--- src/rtl/servo_uart_pkg.sv ---
// Shared definitions for the servo UART link: clock/baud defaults, bit-period
// derivation, frame header and the telemetry frame-state encoding.
package servo_uart_pkg;

   localparam int         CLK_FREQ_DEFAULT  = 50_000_000;
   localparam int         BAUD_RATE_DEFAULT = 9600;
   localparam logic [7:0] FRAME_HEADER      = 8'hA5;

   typedef enum logic [2:0] {
      ST_IDLE,
      ST_LOAD,
      ST_SEND_HDR,
      ST_SEND_X,
      ST_SEND_Y,
      ST_SEND_SUM
   } frame_state_t;

   // Whole clocks per serial bit; any fractional remainder is dropped.
   function automatic int baud_tick(input int clk_freq, input int baud_rate);
      return clk_freq / baud_rate;
   endfunction

   localparam int BAUD_TICK_DEFAULT = baud_tick(CLK_FREQ_DEFAULT, BAUD_RATE_DEFAULT);

endpackage

--- src/rtl/uart_tx_byte.sv ---
// 8N1 byte serializer: accepts one byte on tx_valid while tx_ready, shifts it
// out LSB first, and raises tx_done during the final clock of the stop bit.
module uart_tx_byte #(
   parameter int BAUD_TICK = servo_uart_pkg::BAUD_TICK_DEFAULT
) (
   input  logic       clk,
   input  logic       rst,
   input  logic       tx_valid,
   input  logic [7:0] tx_data,
   output logic       tx_ready,
   output logic       tx_done,
   output logic       tx
);

   localparam int                BAUD_W    = (BAUD_TICK > 1) ? $clog2(BAUD_TICK) : 1;
   localparam logic [BAUD_W-1:0] BAUD_LAST = BAUD_W'(BAUD_TICK - 1);

   logic              active_q, active_d;
   logic [BAUD_W-1:0] baud_q, baud_d;
   logic [3:0]        bit_q, bit_d;
   logic [8:0]        shift_q, shift_d;
   logic              tx_q, tx_d;

   // The start bit goes on the line at the accepting edge; the stop bit is the
   // '1' parked above the data in the shift register.
   always_comb begin
      active_d = active_q;
      baud_d   = baud_q;
      bit_d    = bit_q;
      shift_d  = shift_q;
      tx_d     = tx_q;
      if (!active_q) begin
         if (tx_valid) begin
            active_d = 1'b1;
            baud_d   = '0;
            bit_d    = 4'd0;
            shift_d  = {1'b1, tx_data};
            tx_d     = 1'b0;
         end
      end else if (baud_q == BAUD_LAST) begin
         baud_d = '0;
         if (bit_q == 4'd9) begin
            active_d = 1'b0;
            tx_d     = 1'b1;
         end else begin
            tx_d    = shift_q[0];
            shift_d = {1'b1, shift_q[8:1]};
            bit_d   = bit_q + 4'd1;
         end
      end else begin
         baud_d = baud_q + 1'b1;
      end
   end

   always_ff @(posedge clk or posedge rst) begin
      if (rst) begin
         active_q <= 1'b0;
         baud_q   <= '0;
         bit_q    <= 4'd0;
         shift_q  <= '1;
         tx_q     <= 1'b1;
      end else begin
         active_q <= active_d;
         baud_q   <= baud_d;
         bit_q    <= bit_d;
         shift_q  <= shift_d;
         tx_q     <= tx_d;
      end
   end

   assign tx_ready = ~active_q;
   assign tx_done  = active_q && (bit_q == 4'd9) && (baud_q == BAUD_LAST);
   assign tx       = tx_q;

endmodule

--- src/rtl/servo_telemetry_tx.sv ---
// Periodic X/Y position reporter: sends HEADER, X, Y, checksum as 8N1 bytes on
// a timer wrap or host request, with requests coalescing into one pending frame.
module servo_telemetry_tx
   import servo_uart_pkg::*;
#(
   parameter int         CLK_FREQ      = CLK_FREQ_DEFAULT,
   parameter int         BAUD_RATE     = BAUD_RATE_DEFAULT,
   parameter int         REPORT_PERIOD = 5_000_000,
   parameter logic [7:0] HEADER        = FRAME_HEADER
) (
   input  logic       clk50mhz,
   input  logic       rst,
   input  logic [7:0] x_position,
   input  logic [7:0] y_position,
   input  logic       report_req,
   output logic       uart_tx,
   output logic       busy,
   output logic       frame_done
);

   localparam int                 BAUD_TICK  = baud_tick(CLK_FREQ, BAUD_RATE);
   localparam int                 TIMER_W    = (REPORT_PERIOD > 1) ? $clog2(REPORT_PERIOD) : 1;
   localparam logic [TIMER_W-1:0] TIMER_LAST = TIMER_W'(REPORT_PERIOD - 1);

   frame_state_t       state_q, state_d;
   logic [TIMER_W-1:0] timer_q, timer_d;
   logic               pending_q, pending_d;
   logic               busy_q, busy_d;
   logic               frame_done_q, frame_done_d;
   logic               tx_valid_q, tx_valid_d;
   logic [7:0]         tx_data_q, tx_data_d;
   logic [7:0]         x_snap_q, x_snap_d;
   logic [7:0]         y_snap_q, y_snap_d;
   logic [7:0]         sum_q, sum_d;
   logic               timer_wrap;
   logic               tx_ready;
   logic               tx_done;

   uart_tx_byte #(
      .BAUD_TICK (BAUD_TICK)
   ) u_tx (
      .clk      (clk50mhz),
      .rst      (rst),
      .tx_valid (tx_valid_q),
      .tx_data  (tx_data_q),
      .tx_ready (tx_ready),
      .tx_done  (tx_done),
      .tx       (uart_tx)
   );

   // Each byte is queued on the edge that ends the previous stop bit, so the
   // serializer picks it up one idle clock later.
   always_comb begin
      timer_wrap   = (timer_q == TIMER_LAST);
      timer_d      = timer_wrap ? '0 : timer_q + 1'b1;
      state_d      = state_q;
      pending_d    = pending_q;
      busy_d       = busy_q;
      frame_done_d = 1'b0;
      tx_valid_d   = tx_valid_q & ~tx_ready;
      tx_data_d    = tx_data_q;
      x_snap_d     = x_snap_q;
      y_snap_d     = y_snap_q;
      sum_d        = sum_q;
      case (state_q)
         ST_IDLE: begin
            if (pending_q) begin
               state_d    = ST_LOAD;
               busy_d     = 1'b1;
               x_snap_d   = x_position;
               y_snap_d   = y_position;
               tx_valid_d = 1'b1;
               tx_data_d  = HEADER;
            end
         end
         ST_LOAD: begin
            sum_d     = HEADER + x_snap_q + y_snap_q;
            pending_d = 1'b0;
            state_d   = ST_SEND_HDR;
         end
         ST_SEND_HDR: begin
            if (tx_done) begin
               state_d    = ST_SEND_X;
               tx_valid_d = 1'b1;
               tx_data_d  = x_snap_q;
            end
         end
         ST_SEND_X: begin
            if (tx_done) begin
               state_d    = ST_SEND_Y;
               tx_valid_d = 1'b1;
               tx_data_d  = y_snap_q;
            end
         end
         ST_SEND_Y: begin
            if (tx_done) begin
               state_d    = ST_SEND_SUM;
               tx_valid_d = 1'b1;
               tx_data_d  = sum_q;
            end
         end
         ST_SEND_SUM: begin
            if (tx_done) begin
               state_d      = ST_IDLE;
               busy_d       = 1'b0;
               frame_done_d = 1'b1;
            end
         end
         default: state_d = ST_IDLE;
      endcase
      // A new request always wins over the LOAD clear: it arrived after the snapshot.
      if (report_req || timer_wrap) pending_d = 1'b1;
   end

   always_ff @(posedge clk50mhz or posedge rst) begin
      if (rst) begin
         state_q      <= ST_IDLE;
         timer_q      <= '0;
         pending_q    <= 1'b0;
         busy_q       <= 1'b0;
         frame_done_q <= 1'b0;
         tx_valid_q   <= 1'b0;
         tx_data_q    <= 8'h00;
         x_snap_q     <= 8'h00;
         y_snap_q     <= 8'h00;
         sum_q        <= 8'h00;
      end else begin
         state_q      <= state_d;
         timer_q      <= timer_d;
         pending_q    <= pending_d;
         busy_q       <= busy_d;
         frame_done_q <= frame_done_d;
         tx_valid_q   <= tx_valid_d;
         tx_data_q    <= tx_data_d;
         x_snap_q     <= x_snap_d;
         y_snap_q     <= y_snap_d;
         sum_q        <= sum_d;
      end
   end

   assign busy       = busy_q;
   assign frame_done = frame_done_q;

endmodule

--- config.mk ---
export PLATFORM = sky130hd
export DESIGN_NAME = servo_telemetry_tx
export DESIGN_NICKNAME = d
export VERILOG_FILES = /design/src/rtl/servo_uart_pkg.sv /design/src/rtl/uart_tx_byte.sv /design/src/rtl/servo_telemetry_tx.sv
export SDC_FILE = /design/constraint.sdc
export NUM_CORES = 1
export LEC_CHECK = 0
export CAP_MARGIN = 20
export CORE_MARGIN = 3
export CORE_UTILIZATION = 45
export DETAILED_ROUTE_END_ITERATION = 6
export DONT_BUFFER_PORTS = 1
export HOLD_SLACK_MARGIN = 0.08
export SETUP_SLACK_MARGIN = 0.2
export SKIP_CTS_REPAIR_TIMING = 1
export SYNTH_ARGS = -nofsm -noshare
export SYNTH_HDL_FRONTEND = slang
export SYNTH_SLANG_ARGS = --single-unit
--- constraint.sdc ---
create_clock -name clk50mhz -period 2.5 [get_ports clk50mhz]
set_clock_uncertainty 0.2 [all_clocks]
set_input_delay 0.125 -clock clk50mhz [delete_from_list [all_inputs] [get_ports clk50mhz]]
set_output_delay 0.125 -clock clk50mhz [all_outputs]
set_load 0.01 [all_outputs]
# After elaboration in Yosys (flattened, before gate mapping)
# Cells that the tools add are included.
# classes
add_sub_neg	5
eq_ne	15
n_mux	41
n_bitwise	1
reduce_logical	15
# ops
cell	count
$mux 13	3
$mux 9	4
$mux 8	4
$pmux 8 s4	1
$add 23x1->23 const B	1
$eq 23x23->1 const B	1
$mux 23	1
$pmux 3 s6	1
$mux 1	16
$mux 4	4
$mux 3	5
$ne 2x2->1 const B	7
$add 13x1->13 const B	1
$eq 13x13->1 const B	1
$reduce_and 5->1	2
$add 8x8->8	1
$add 8x8->8 const A	1
$eq 3x2->1 const B	2
$eq 3x3->1 const B	2
$reduce_and 3->1	2
$reduce_bool 2->1	3
$add 4x1->4 const B	1
$eq 4x4->1 const B	1
$pmux 1 s2	2
other kinds (8)	10
# word_totals
reg_bits	90
output_inout_bits	3

# Logic depth before layout (Yosys ltp)
# Gate-level depths: netlist (run 1).
# logic_depth
depth_word	5
ltp_mapped	11
mapped_depth_nobuf	11

# By module
# From an unflattened synthesis (run 1), not the netlist that was laid out.
# unflattened
cells_unflattened	439
area_unflattened_um2	4672.0
# modules_own_cells
module	instances	cells_each	area_per_inst_um2
servo_telemetry_tx	1	293	3135.5
uart_tx_byte	1	146	1536.5

# Worst setup path before layout (run 1)
# No wires, ideal clock.
# synth_timing
path_type	reg-to-reg
start	register u_tx.baud_q[7]
end	register tx_data_q[0]
arrival_ns	1.872
path_slack_ns	0.306
path_stages_with_launch	8
cell_sequence	dfrtp_1 buf_6 or4_4 nor4_4 o22ai_4 buf_6 nand2_1 o21ai_2
# synth_via
elab_chain_cells	4
# synth_rtl
element	line_no	source
start, declared	uart_tx_byte.sv:19	logic [BAUD_W-1:0] baud_q, baud_d;
start signal, assigned	uart_tx_byte.sv:64	baud_q <= baud_d;
$eq 13x13->1 *	uart_tx_byte.sv:72	assign tx_done = active_q && (bit_q == 4'd9) && (baud_q == BAUD_LAST);
$logic_and 1x1->1 *	uart_tx_byte.sv:72	
$ne 2x2->1 (no source line)	--	
$reduce_and 5->1 (no source line) *	--	
end signal, assigned	servo_telemetry_tx.sv:134	tx_data_q <= tx_data_d;
end, declared	servo_telemetry_tx.sv:31	logic [7:0] tx_data_q, tx_data_d;
# Mark *: on every way between the ends. The rest lies on a longest branch, timed or not.
# A chain may end at the register's enable or synchronous reset.

# Final worst setup path (run 1)
# layout_timing
start	register x_snap_q[1]
end	register sum_q[7]
# layout_via
elab_chain_cells	2
# layout_rtl
element	line_no	source
start, declared	servo_telemetry_tx.sv:32	logic [7:0] x_snap_q, x_snap_d;
start signal, assigned	servo_telemetry_tx.sv:135	x_snap_q <= x_snap_d;
$add 8x8->8 (2 in a row)	servo_telemetry_tx.sv:77	sum_d = HEADER + x_snap_q + y_snap_q;
end signal, assigned	servo_telemetry_tx.sv:137	sum_q <= sum_d;
end, declared	servo_telemetry_tx.sv:34	logic [7:0] sum_q, sum_d;
# Every way passes these cells.

==> summary.txt, run 1 <==
Clock network
  – Number of H-tree levels: 3
  – Root Driver: clkbuf_8
  – Worst-skew pair later-pin latency: 0.35 ns
  – Clock Path Buffers: 2
  – Clock Sinks: 89
  – TritonCTS clock tree: done
  – CTS Buf Count: 9
  – Clock slew at reported path FFs: 0.09 ns

Synth
  – Commonest cells in the netlist: dfrtp_1 (80), nand2_1 (45), nor2_1 (40)
  – Syn_nets: 475
  – Mean Syn Cell Area: 10.3 µm²
  – Synthesized area: 4510 µm²
  – #FFs+latches synth: 89
  – Post-synth EDFFs: 0
  – Yosys top cell by area: dfrtp_1
  – Post-synthesis cell type count: 57
  – Top-area cell type share of the netlist area: 44.4%
  – Ys flop type: dfrtp_1
  – Post-Syn Instances: 438
  – Most numerous cell in the Yosys netlist: dfrtp_1
  – Seq/Total Area, Yosys: 49.7%
  – Ys Warns: 0
  – Async SR Flop Fraction: 100%
  – Largest cells by area after synthesis: dfrtp_1 (44%), dfstp_2 (5.2%), ha_1 (4.7%)

Setup path
  – Critical Path Fanout Max: 3
  – Crit path required time: 2.51 ns
  – Most used cell, CP: ha_1
  – Crit path max-delay cell type: dfrtp_1
  – Crit-path max cell delay: 0.40 ns
  – Critical path data arrival time: 2.23 ns
  – CP startpoint kind: register
  – Critical Path Sink Type: register
  – Critical path, cell by cell: ha_1 > ha_1 > inv_1 > fa_2 > nor2b_2 > o31a_1 > o22ai_1 > xnor2_1 > o21ai_0
  – Crit Path Category: reg2reg

Global route
  – Largest net degree at the start of global routing: 37
  – GRT Overall Usage: 15.8%
  – GRT Residual Overflow: 0
  – Vias in the first global route: 3,132
  – First-pass GRT wire length: 14,500 µm
  – Initial antenna violation count: 0

Power and ir drop
  – LEAKAGE: 2.22 nW
  – Pwr/cell area: 788 nW/µm²
  – Worst VDD drop: 0.000495 V

Die
  – Core ar.: 9500 µm²
  – Die H: 106 µm
  – Die X: 106 µm
  – DIE AREA: 11,300 µm²
  – Starting density of the core: 47.4%
  – Io pins: 22
  – Rows: 35

Final layout
  – Post-route insts no fill: 603
  – N_diodes: 0
  – Multi-input gate area: 2150 µm²
  – Final core occ: 54.0%
  – Layout area overhead: 13.8%
  – Net count reported at finish: 506
  – Post-route cell area: 5130 µm²
  – Share of layout cells above drive strength 1: 14.3%
  – Fill count: 841
  – FF/Latch Area: 2240 µm²

Routing
  – Wire length per cell: 14.0 µm
  – Detail Route Antenna Nets: 0
  – DRC viols: 0
  – Post-DR vias/cell: 5.28
  – Drt pass-1 iters: 4
  – Final wirelength: 8420 µm
  – Drt initial violations: 154
  – Via count: 3,186

STA
  – FMAX: 450 MHz
  – Final setup fails: 0
  – Post-route setup TNS: 0 ns
  – Unrepaired setup endpoints after global routing: true
  – Fin. Hold Viols: 0
  – Worst-margin pin slew: 0.667 ns
  – Hold slack: 0.130 ns
  – Period Utilization, post-route: 88.8%
  – Final min period: 2.22 ns
  – Rel. slew slack: 55.2%
  – Final slew viol count: 0

Placed design
  – Area post-placement: 4700 µm²
  – RD Place Congestion: 0.805
  – PortBufs: 0
  – DP Cell Count: 565
  – Post-DP HPWL: 5880 µm

Run status
  – Status: complete, no violations

Run
  – Max-capacitance violation count: 0

Min path
  – Worst hold-check path type: in2async
## per-layer routing
layer  wire (µm)  track usage, %
met5           0               0
met4         140            6.11
met1        4340            22.1
met3         249            3.40
met2        3700            24.1
## path summary, 6_finish.rpt
path,start,end,slack [ns],cells past startpoint
worst max-delay path,x_snap_q[1],sum_q[7],0.28,9
worst min-delay path,rst,frame_done,0.13,3
worst max register to register,x_snap_q[1],sum_q[7],0.28,9
worst min register to register,tx_data_q[7],u_tx.shift_q[7],0.28,2
max in group asynchronous,rst,timer_q[10],0.94,3
min in group clk50mhz,x_position[2],x_snap_q[2],0.23,3
## kinds of logic after synthesis
group,after synthesis,synth area share [%]
adders and majority gates,18,5.16
AOI/OAI and AO/OA,93,13.8
xor gates and xnor gates,28,5.44
muxes,19,4.55
and+or+nand+nor,156,18.0
buffers and inverters,35,3.33
DFF,89,49.7
## metrics by stage
step           setup slack, ns  power [W]
2_1_floorplan            0.306    0.00280
3_3_place_gp             0.266    0.00302
3_5_place_dp             0.232    0.00304
4_1_cts                  0.205    0.00401
5_1_grt                  0.159    0.00433
6_report                 0.279    0.00404
## layout make-up
class | count | area share [%]
inverter | 21 | 1.61
tap | 129 | 3.15
clock buffer | 13 | 3.29
timing repair buffer | 34 | 5.98
clock inverter | 3 | 0.463
sequential | 89 | 43.6
multi-input combinational | 314 | 41.9
## where the power goes
group	internal (W)	total (W)	switching (W)
registers	0.00173	0.00193	0.000204
logic	0.000580	0.00116	0.000579
clock network	0.000446	0.000947	0.000501
## sequential cells by signal, summed over array words and instances (netlist names)
| name | count |
|---|---|
| u_tx.shift_q | 8 |
| frame_done | 1 |
| pending_q | 1 |
| busy | 1 |
| timer_q | 23 |
| u_tx.tx | 1 |
| u_tx.active_q | 1 |
| state_q | 3 |
| tx_data_q | 8 |
| tx_valid_q | 1 |
| y_snap_q | 8 |
| u_tx.bit_q | 4 |
| u_tx.baud_q | 13 |
| x_snap_q | 8 |
| sum_q | 8 |
## placed cells by master (no fill, tap or decap), types with 9 or more instances in the layout
cell type	netlist	routed
nand4_1	9	9
mux2_2	12	12
o21ai_0	28	28
xnor2_1	15	15
inv_1	21	20
nor2_1	40	40
a21oi_1	13	12
o21ai_1	12	12
ha_1	17	16
dfstp_2	9	9
dlygate4sd3_1	0	19
buf_4	1	14
dfrtp_1	80	80
nand3_1	16	16
xor2_1	13	13
nand2_1	45	45
nand2b_1	9	9
clkbuf_8	0	12
## critical path: cells and delay by family, from the launching register on
kind                     cells  cell delay, ns
flip-flops                   1            0.40
buffers and inverters        1            0.06
AND/OR/NAND/NOR              1            0.14
adder cells (fa/ha/maj)      3            0.81
XOR/XNOR                     1            0.14
AO/OA/AOI/OAI                3            0.32
Power figures use the tool's default switching activity.
==> run 2, diff against run 1 <==
--- a/config.mk
+++ b/config.mk
@@ -11,8 +11,10 @@
 export DETAILED_ROUTE_END_ITERATION = 6
 export DONT_BUFFER_PORTS = 1
 export HOLD_SLACK_MARGIN = 0.08
+export RECOVER_POWER = 25
 export SETUP_SLACK_MARGIN = 0.2
 export SKIP_CTS_REPAIR_TIMING = 1
 export SYNTH_ARGS = -nofsm -noshare
 export SYNTH_HDL_FRONTEND = slang
 export SYNTH_SLANG_ARGS = --single-unit
+export TNS_END_PERCENT = 5
==> run 2 against run 1 <==
Via count fell by 0.78%. Utilization fell by 0.47 points. Register-to-register slack got worse by 0.06 ns. Sequential cell count did not move. Combinational power fell by 5%. Fmax fell by 2.6%. Die area did not move. Count of clock-buffer cells in the layout did not move. Cell area fell by 0.88%. Clock power barely moved. Critical endpoint unchanged. Largest cell class unchanged. Largest power group unchanged.
==> summary.txt, run 2 (synthesis results as in run 1) <==
Run status
  – Status: complete, no violations

Die
  – Io pins: 22
  – Core ar.: 9500 µm²
  – DIE AREA: 11,300 µm²
  – Rows: 35
  – Die X: 106 µm
  – Starting density of the core: 47.4%
  – Die H: 106 µm

Setup path
  – CP startpoint kind: register
  – Crit Path Category: reg2reg
  – Critical path data arrival time: 2.29 ns
  – Critical Path Sink Type: register
  – Reg2reg start: x_snap_q[1]
  – Critical Path Fanout Max: 3
  – Worst reg-to-reg setup slack: 0.22 ns
  – Worst r2r dst: sum_q[7]
  – Crit path required time: 2.51 ns
  – Reg2reg path depth: 9

Routing
  – Final wirelength: 8350 µm
  – Wire length per cell: 13.9 µm
  – Detail Route Antenna Nets: 0
  – Drt pass-1 iters: 4
  – Drt initial violations: 139
  – Post-DR vias/cell: 5.25
  – DRC viols: 0
  – Via count: 3,161

Placed design
  – RD Place Congestion: 0.805
  – Pre-CTS setup slack: 0.232 ns
  – Post-DP HPWL: 5880 µm
  – PortBufs: 0
  – DP Cell Count: 565

Final layout
  – Commonest cells after routing, fill and taps aside: dfrtp_1 (80), nand2_1 (45), nor2_1 (40)
  – Fill count: 844
  – N_diodes: 0
  – Commonest non-fill, non-tap cell in the layout: dfrtp_1
  – Net count reported at finish: 505
  – Max reg flops: 23
  – Share of layout cells above drive strength 1: 12.9%
  – Layout area overhead: 12.8%
  – Post-route insts no fill: 602
  – Biggest regs: timer_q x23, u_tx.baud_q x13
  – Largest Register: timer_q

Clock network
  – Worst-skew pair later-pin latency: 0.35 ns
  – Root Driver: clkbuf_8
  – Clock slew at reported path FFs: 0.08 ns
  – Clock Path Buffers: 2
  – Clock Sinks: 89
  – Number of H-tree levels: 3
  – TritonCTS clock tree: done
  – CTS Buf Count: 9

STA
  – Worst-margin pin slew: 1.28 ns
  – Final setup fails: 0
  – Post-route setup TNS: 0 ns
  – Final min period: 2.28 ns
  – Rel. slew slack: 15.0%
  – FMAX: 439 MHz
  – Period Utilization, post-route: 91.2%
  – Unrepaired setup endpoints after global routing: true
  – Fin worst setup slack: 0.221 ns
  – Final slew viol count: 0
  – Fin. Hold Viols: 0

Global route
  – Largest net degree at the start of global routing: 37
  – First-pass GRT wire length: 14,500 µm
  – Initial antenna violation count: 0
  – GRT Residual Overflow: 0
  – Vias in the first global route: 3,132
  – GRT Overall Usage: 15.8%

Min path
  – Hold path cells: 3
  – Worst hold-check path type: in2reg
  – Hold EP: y_snap_q[5]
  – Hold path startpoint: y_position[5]

Power and ir drop
  – Worst VDD drop: 0.000486 V
  – LEAKAGE: 2.20 nW
  – Pwr/cell area: 783 nW/µm²

Run
  – Max-capacitance violation count: 0
run 2: cell count changes in the layout (fill, tap and decap cells not counted), sizes merged:
cell	before	now
clkbuf	13	16
buf	15	11
run 2: metal layers:
metal / vias up / part of all wire, % / global-route usage [%] / routed length [µm]
met1: 1494 / 52 / 22.1 / 4320
met4: 0 / 1.7 / 6.11 / 141
met5: - / 0 / 0 / 0
li1: 1614 / - / - / -
met3: 10 / 2.9 / 3.40 / 241
met2: 43 / 44 / 24.1 / 3650
run 2: report_power, final:
part / internal [W] / switching, W
registers: 0.00173 / 0.000203
logic: 0.000550 / 0.000554
clock network: 0.000446 / 0.000499
run 2: critical path, cell delays in order, from the launching register on:
cell and delay, ns:
dfrtp_1 0.40, ha_1 0.29, ha_1 0.17, inv_1 0.06
fa_1 0.39, nor2b_1 0.16, o31a_1 0.16, o22ai_1 0.09
xnor2_1 0.14, o21ai_0 0.08
run 2: worst max-delay path by stage:
| stage | start | slack (ns) | endpoint | cells past startpoint |
|---|---|---|---|---|
| after floorplan | u_tx.baud_q[7] | 0.31 | tx_data_q[0] | 7 |
| after global placement | u_tx.baud_q[7] | 0.27 | tx_data_q[0] | 5 |
| after detailed placement | u_tx.baud_q[7] | 0.23 | tx_data_q[0] | 5 |
| after CTS | x_snap_q[2] | 0.21 | sum_q[6] | 9 |
| after global routing | x_snap_q[2] | 0.09 | sum_q[6] | 9 |
| final | x_snap_q[1] | 0.22 | sum_q[7] | 9 |
run 2: area by class of cell:
type                    count  area (µm²)  share of cell area, %
clock buffers              13         169                   3.32
repair buffers             33         285                   5.61
well taps                 129         161                   3.17
inverters                  21        80.1                   1.57
multi-input cells         314        2130                   41.8
flip-flops and latches     89        2240                   44.0
clock inverters             3        23.8                  0.468
run 2: stage by stage:
step | cell area, µm² | hold WS, ns | util, % | power [W]
finish | 5080 | 0.231 | 53.5 | 0.00398
global route | 5080 | 0.244 | 53.5 | 0.00428
CTS | 4890 | -0.596 | 51.5 | 0.00401
detailed placement | 4700 | -0.201 | 49.5 | 0.00304
global placement | 4700 | -0.210 | 49.5 | 0.00302
floorplan | 4510 | 0.0258 | - | 0.00280
